## src/rtl/nios_system_leds_pkg.sv

```systemverilog
// Shared constants for the LED output PIO: register word addresses, timer width
// and STATUS bit positions.
package nios_system_leds_pkg;

    localparam int unsigned PERIOD_W = 24;

    typedef enum logic [2:0] {
        ADDR_DATA         = 3'd0,
        ADDR_BLINK_EN     = 3'd1,
        ADDR_BLINK_PERIOD = 3'd2,
        ADDR_STATUS       = 3'd3,
        ADDR_OUTSET       = 3'd4,
        ADDR_OUTCLEAR     = 3'd5
    } reg_addr_e;

    localparam int unsigned STATUS_PHASE_BIT   = 0;
    localparam int unsigned STATUS_RUNNING_BIT = 1;

endpackage

```

## src/rtl/nios_system_leds_blink_timer.sv

```systemverilog
// Blink phase generator: a down-counter that toggles phase every `period` cycles
// while `run` holds; `reload` restarts it from the supplied period with phase 0.
module nios_system_leds_blink_timer
    import nios_system_leds_pkg::*;
#(
    parameter logic [PERIOD_W-1:0] PERIOD_RESET = 24'd2500000
) (
    input  logic                clk,
    input  logic                reset_n,
    input  logic [PERIOD_W-1:0] period,
    input  logic                run,
    input  logic                reload,
    output logic                phase,
    output logic                running
);

    logic [PERIOD_W-1:0] cnt_q;
    logic                phase_q;

    // Reload has priority over an expiry in the same cycle.
    always_ff @(posedge clk or negedge reset_n) begin
        if (!reset_n) begin
            cnt_q   <= PERIOD_RESET - PERIOD_W'(1);
            phase_q <= 1'b0;
        end else if (reload || !run) begin
            cnt_q   <= period - PERIOD_W'(1);
            phase_q <= 1'b0;
        end else if (cnt_q == '0) begin
            cnt_q   <= period - PERIOD_W'(1);
            phase_q <= ~phase_q;
        end else begin
            cnt_q   <= cnt_q - PERIOD_W'(1);
        end
    end

    assign phase   = phase_q;
    assign running = run;

endmodule

```

## src/rtl/nios_system_leds_out.sv

```systemverilog
// Avalon-MM LED output port: DATA with set/clear aliases, registered read mux and
// LED drive. Blink engine present only when NIOS_SYSTEM_LEDS_BLINK_EN is defined.
module nios_system_leds_out
    import nios_system_leds_pkg::*;
#(
    parameter int unsigned         WIDTH        = 8,
    parameter logic [31:0]         RESET_VALUE  = '0,
    parameter logic [PERIOD_W-1:0] PERIOD_RESET = 24'd2500000
) (
    input  logic             clk,
    input  logic             reset_n,
    input  logic [2:0]       address,
    input  logic             chipselect,
    input  logic             write_n,
    input  logic [31:0]      writedata,
    output logic [31:0]      readdata,
    output logic [WIDTH-1:0] out_port
);

    logic             wr_en;
    logic [WIDTH-1:0] wd;
    logic [WIDTH-1:0] data_q, data_d;
    logic [WIDTH-1:0] blink_mask;
    logic [31:0]      rd_d;

    assign wr_en = chipselect & ~write_n;
    assign wd    = writedata[WIDTH-1:0];

    always_comb begin
        data_d = data_q;
        if (wr_en) begin
            case (address)
                ADDR_DATA:     data_d = wd;
                ADDR_OUTSET:   data_d = data_q | wd;
                ADDR_OUTCLEAR: data_d = data_q & ~wd;
                default:       ;
            endcase
        end
    end

`ifdef NIOS_SYSTEM_LEDS_BLINK_EN
    logic [WIDTH-1:0]    en_q, en_d;
    logic [PERIOD_W-1:0] period_q, period_d;
    logic                period_wr;
    logic                run;
    logic                phase;
    logic                running;
    logic                unused_wd;

    assign unused_wd = ^writedata;

    always_comb begin
        en_d      = en_q;
        period_d  = period_q;
        period_wr = 1'b0;
        if (wr_en) begin
            case (address)
                ADDR_BLINK_EN: en_d = wd;
                ADDR_BLINK_PERIOD: begin
                    period_d  = writedata[PERIOD_W-1:0];
                    period_wr = 1'b1;
                end
                default: ;
            endcase
        end
    end

    assign run = (period_q != '0) && (en_q != '0);

    // The timer sees the next-state period so a reload picks up the value being written.
    nios_system_leds_blink_timer #(
        .PERIOD_RESET(PERIOD_RESET)
    ) u_blink_timer (
        .clk     (clk),
        .reset_n (reset_n),
        .period  (period_d),
        .run     (run),
        .reload  (period_wr),
        .phase   (phase),
        .running (running)
    );

    always_ff @(posedge clk or negedge reset_n) begin
        if (!reset_n) begin
            en_q     <= '0;
            period_q <= PERIOD_RESET;
        end else begin
            en_q     <= en_d;
            period_q <= period_d;
        end
    end

    assign blink_mask = en_q & {WIDTH{phase}};

    always_comb begin
        rd_d = '0;
        case (address)
            ADDR_DATA:         rd_d[WIDTH-1:0]    = data_q;
            ADDR_BLINK_EN:     rd_d[WIDTH-1:0]    = en_q;
            ADDR_BLINK_PERIOD: rd_d[PERIOD_W-1:0] = period_q;
            ADDR_STATUS: begin
                rd_d[STATUS_PHASE_BIT]   = phase;
                rd_d[STATUS_RUNNING_BIT] = running;
            end
            default: ;
        endcase
    end
`else
    logic unused_cfg;

    assign unused_cfg = ^{writedata, PERIOD_RESET};
    assign blink_mask = '0;

    always_comb begin
        rd_d = '0;
        if (address == ADDR_DATA) begin
            rd_d[WIDTH-1:0] = data_q;
        end
    end
`endif

    always_ff @(posedge clk or negedge reset_n) begin
        if (!reset_n) begin
            data_q   <= RESET_VALUE[WIDTH-1:0];
            readdata <= '0;
            out_port <= RESET_VALUE[WIDTH-1:0];
        end else begin
            data_q   <= data_d;
            readdata <= rd_d;
            out_port <= data_q & ~blink_mask;
        end
    end

endmodule
```

## config.mk

```make
export PLATFORM = sky130hd
export DESIGN_NAME = nios_system_leds_out
export DESIGN_NICKNAME = d
export VERILOG_FILES = /design/src/rtl/nios_system_leds_pkg.sv /design/src/rtl/nios_system_leds_blink_timer.sv /design/src/rtl/nios_system_leds_out.sv
export SDC_FILE = /design/constraint.sdc
export NUM_CORES = 1
export LEC_CHECK = 0
export CORE_MARGIN = 3
export CORE_UTILIZATION = 30
export DETAILED_ROUTE_END_ITERATION = 10
export DONT_BUFFER_PORTS = 1
export SYNTH_ARGS = -nofsm -noshare
export SYNTH_HDL_FRONTEND = slang
export SYNTH_SLANG_ARGS = --single-unit
```

## constraint.sdc

```tcl
create_clock -name clk -period 1.2 [get_ports clk]
set_input_delay 0.12 -clock clk [delete_from_list [all_inputs] [get_ports clk]]
set_output_delay 0.12 -clock clk [all_outputs]
set_load 0.01 [all_outputs]
```

== Yosys cells after proc, flatten, opt, wreduce, memory -nomap -nowiden ==
Index checks and enable logic that the tools add are counted.
W data, S select, Z words.

* Input bits: 39
* Output and inout port bits: 40
* Word-level logic and storage cells: 15
* Flip-flop bits (word level): 24

* Bitwise logic cells: 5
* Muxes and demuxes: 2
* Reduce and logical (&&, ||, !) cells: 3
* Equal/unequal tests: 2

{| class="wikitable"
|+ Operators with widths
! kind !! count
|-
| $pmux W8 S3 || 1
|-
| $and A8 B8 Y8 || 1
|-
| $mux W8 || 1
|-
| $not A8 Y8 || 1
|-
| $or A8 B8 Y8 || 1
|-
| $eq A3 B3 Y1 const B || 2
|-
| $logic_not A3 Y1 || 1
|-
| $reduce_bool A3 Y1 || 1
|-
| $reduce_and A2 Y1 || 1
|-
| $and A1 B1 Y1 || 1
|-
| $not A1 Y1 || 1
|}

== Longest topological paths before layout ==
* Depth after elaboration: 3
* Mapped depth: 4
* Mapped depth without buffers: 3

== Worst setup path before layout ==
OpenSTA, ideal clock, no wires.

* Path type: input to register
* From: input port address[1]
* To: register data_q[0]
* Stages on the path: 4
* Buffers on the path: 1
* Data required time: 1,079 ps
* Setup slack: 295 ps
* Data arrival time: 784 ps
* Library setup time: 121 ps
* Path through: or3b_1 > buf_6 > o21ai_1 > nand2_1

* Longest elaborated chain between the ends: 3
* Elaborated cells on any way between the ends: 6
* Those cells by class: 2 x eq/ne; 1 x mux; 3 x reduce/logical

{| class="wikitable"
|+ Ends and longest elaborated chain
! what !! RTL line !! text
|-
| from (decl) || nios_system_leds_out.sv:12 || <nowiki>input logic [2:0] address,</nowiki>
|-
| $eq A3 B3 Y1 or $logic_not A3 Y1 (tied branches) || nios_system_leds_out.sv:32 || <nowiki>case (address)</nowiki>
|-
| $reduce_bool A3 Y1 (no line) || -- ||
|-
| $reduce_and A2 Y1 (no line) || -- ||
|-
| to (signal assigned) || nios_system_leds_out.sv:124 || <nowiki>data_q <= RESET_VALUE[WIDTH-1:0];</nowiki>
|-
| to (signal assigned) || nios_system_leds_out.sv:128 || <nowiki>data_q <= data_d;</nowiki>
|-
| to (decl) || nios_system_leds_out.sv:22 || <nowiki>logic [WIDTH-1:0] data_q, data_d;</nowiki>
|}

Parallel ways exist; a longest one is shown, timed or not.
A chain may end at the register's enable or synchronous reset.

== Final worst setup path ==
* From: register data_q[7]
* To: register data_q[7]

* Longest elaborated chain between the ends: 2
* Elaborated cells on any way between the ends: 3
* Those cells by class: 1 x mux; 2 x bitwise

{| class="wikitable"
|+ Ends and longest elaborated chain
! what !! RTL line
|-
| $and A8 B8 Y8 or $or A8 B8 Y8 (tied branches) || nios_system_leds_out.sv:35, nios_system_leds_out.sv:34
|-
| $pmux W8 S3 (*) || nios_system_leds_out.sv:32
|}

Mark *: on every way between the ends. The rest lies on a longest branch, timed or not.

==> flow_metrics.tcl <==
set metrics [dict create \
    setup-tns-final_ns 0 \
    path_class "reg -> reg" \
    die-area_um2 4380 \
    rsz0062_at_grt "no" \
    diodes 0 \
    grt_pass1_vias 606 \
    final_layout_size_suffix_gt1_share_pct 6.60 \
    detail-route-antenna-nets 0 \
    power_density_nw_per_um2 1490 \
    setup_viol 0 \
    vias 634 \
    fp.dieW_um 66.2 \
    seq_area_frac_synth_pct 55.3 \
    cp.arrival_ns 1.12 \
    initial_core_util_pct 31.8 \
    yosys_warnings 0 \
    cp_cell_sequence "nor2b_1 > a22oi_1 > nand2_1" \
    end_kind "flip-flop" \
    routed_wl_um 2050 \
    holdWs_ns 0.0615 \
    report.final.slew_viol_count 0 \
    drc_errors 0 \
    worst_path_max_delay_cell "dfrtp_1" \
    avgSynthCellArea_um2 11.3 \
    status "finished clean" \
    fin_nets 147 \
    clockBufferDepth 2 \
    fill_cells 356 \
    max_freq_ghz 1.08 \
    critPathMaxStageDelay_ns 0.43 \
    hold_path.class "in -> reg" \
    clk_pin_slew_worst_paths_ns 0.12 \
    yosysTopAreaCell "dfrtp_1" \
    p_leak_nw 0.551 \
    multi_input_area_um2 377 \
    portBuffers 0 \
    gr-usage-all-layers_pct 9.75 \
    dp.cells 140 \
    drtIter0Drc 28 \
    period_minus_slack_ns 0.925 \
    cp-start-kind "flip-flop" \
    vdd_drop_max_mv 0.409 \
    die_y_um 66.2 \
    synth_area_leaders "dfrtp_1 55%, buf_4 17%, a22oi_1 5.5%" \
    layout_common_cells "24 x conb_1, 24 x dfrtp_1, 9 x nor2b_1" \
    synth_top_area_share_pct 55.3 \
    area_growth_pct 6.57 \
    viasPerCell 4.17 \
    grt_max_degree 25 \
    grt.overflow.total 0 \
    instances_no_fill 152 \
    firstDrtPassIters 4 \
    drv_cap 0 \
    final_hold_viol_count 0 \
    cts_sinks 24 \
    syn_area_um2 1090 \
    cp.required_ns 1.39 \
    routedWlPerCell_um 13.5 \
    fin_skew_ns 0.00158 \
    r2r_cells 3 \
    worstMarginPinSlew_ns 1.05 \
    fp-row-count 21 \
    num_io_pins 79 \
    cts_root_buf "clkbuf_4" \
    hold_path_depth 3 \
    synth_cell_types 15 \
    cts_buffers 3 \
    cts.htree.levels 1 \
    crit_fanout 4 \
    fin_crit_sh_pct 77.0 \
    max_slew_margin_pct 29.9 \
    tritoncts "yes" \
    regArea_um2 601 \
    clock_latency_ns 0.30 \
    core_area_um2 3420 \
    syn-instance-count 96 \
    ys_seq_elements 24 \
    antenna_found_initial 0 \
    grt_pass1_wl_um 3120 \
    globalplace.congestion 0.666 \
]
==> sequential cells by signal (all words and copies together) (netlist names) <==
register	count
out_port	8
readdata	8
data_q	8
==> through the flow <==
step / util (%) / setup WS (ns) / power, mW / cell area [µm²]
after global routing: 33.9 / 0.209 / 1.84 / 1160
final: 33.9 / 0.275 / 1.73 / 1160
after floorplan: - / 0.295 / 1.37 / 1170
after global placement: 30.5 / 0.223 / 1.35 / 1040
after CTS: 33.8 / 0.0661 / 1.75 / 1150
after detailed placement: 30.5 / 0.182 / 1.38 / 1040
==> worst paths after layout <==
| path | start | slack, ns | end |
|---|---|---|---|
| max reg2reg | data_q[7] | 0.28 | data_q[7] |
| min reg2reg | data_q[3] | 0.43 | out_port[3] |
| max | data_q[7] | 0.28 | data_q[7] |
| min in group asynchronous | reset_n | 0.07 | out_port[6] |
| max in group asynchronous | reset_n | 0.50 | out_port[0] |
| min | writedata[5] | 0.06 | data_q[5] |
==> per-layer routing <==
metal | share of wire [%] | global-route usage (%) | wire, µm
met1 | 42 | 11.9 | 854
met2 | 45 | 15.0 | 925
met5 | 0 | 0 | 0
met3 | 13 | 3.23 | 259
met4 | 0.68 | 5.33 | 14
==> repair_timing <==
action | in CTS | in global routing
buffers inserted | 0 | 0
hold buffers | 9 | 0
endpoints found under the hold margin | 32 | 0
gates resized for setup | 0 | 1
setup endpoints to repair | 0 | 24
==> power by group <==
| part | total (mW) | switching [mW] | internal [mW] |
|---|---|---|---|
| Sequential | 1.15 | 0.166 | 0.989 |
| Combinational | 0.243 | 0.132 | 0.111 |
| Clock | 0.330 | 0.213 | 0.117 |
==> final cells by class <==
type	instances	share of cell area [%]
clock buffer	3	1.95
multi-input combinational	69	32.5
timing repair buffer	10	8.65
sequential	24	51.9
tap	46	4.97
==> logic make-up (layout without fill, tap and decap cells) <==
| kind of cell | after synthesis | after routing | share of synthesized area (%) |
|---|---|---|---|
| buffers and inverters | 26 | 13 | 18.0 |
| AO/OA/AOI/OAI | 16 | 16 | 9.56 |
| AND/OR/NAND/NOR | 29 | 29 | 16.8 |
| flip-flops | 24 | 24 | 55.3 |
| other | 1 | 24 | 0.345 |
==> synthesized netlist by cell type <==
| library cell | n |
|---|---|
| nor3_1 | 1 |
| buf_6 | 1 |
| nor4b_4 | 1 |
| buf_1 | 1 |
| a22oi_1 | 8 |
| nand2_1 | 8 |
| and2_1 | 8 |
| o21ai_2 | 1 |
| or3b_1 | 1 |
| nor2b_1 | 9 |
| o21ai_1 | 7 |
| conb_1 | 1 |
| nor2b_2 | 1 |
| buf_4 | 24 |
| dfrtp_1 | 24 |
==> critical path: cells and delay by family, from the launching register on <==
| family | cells | cell delay (ns) |
|---|---|---|
| DFF | 1 | 0.43 |
| and+or+nand+nor | 2 | 0.22 |
| AOI/OAI and AO/OA | 1 | 0.16 |
Power figures use the tool's default switching activity.
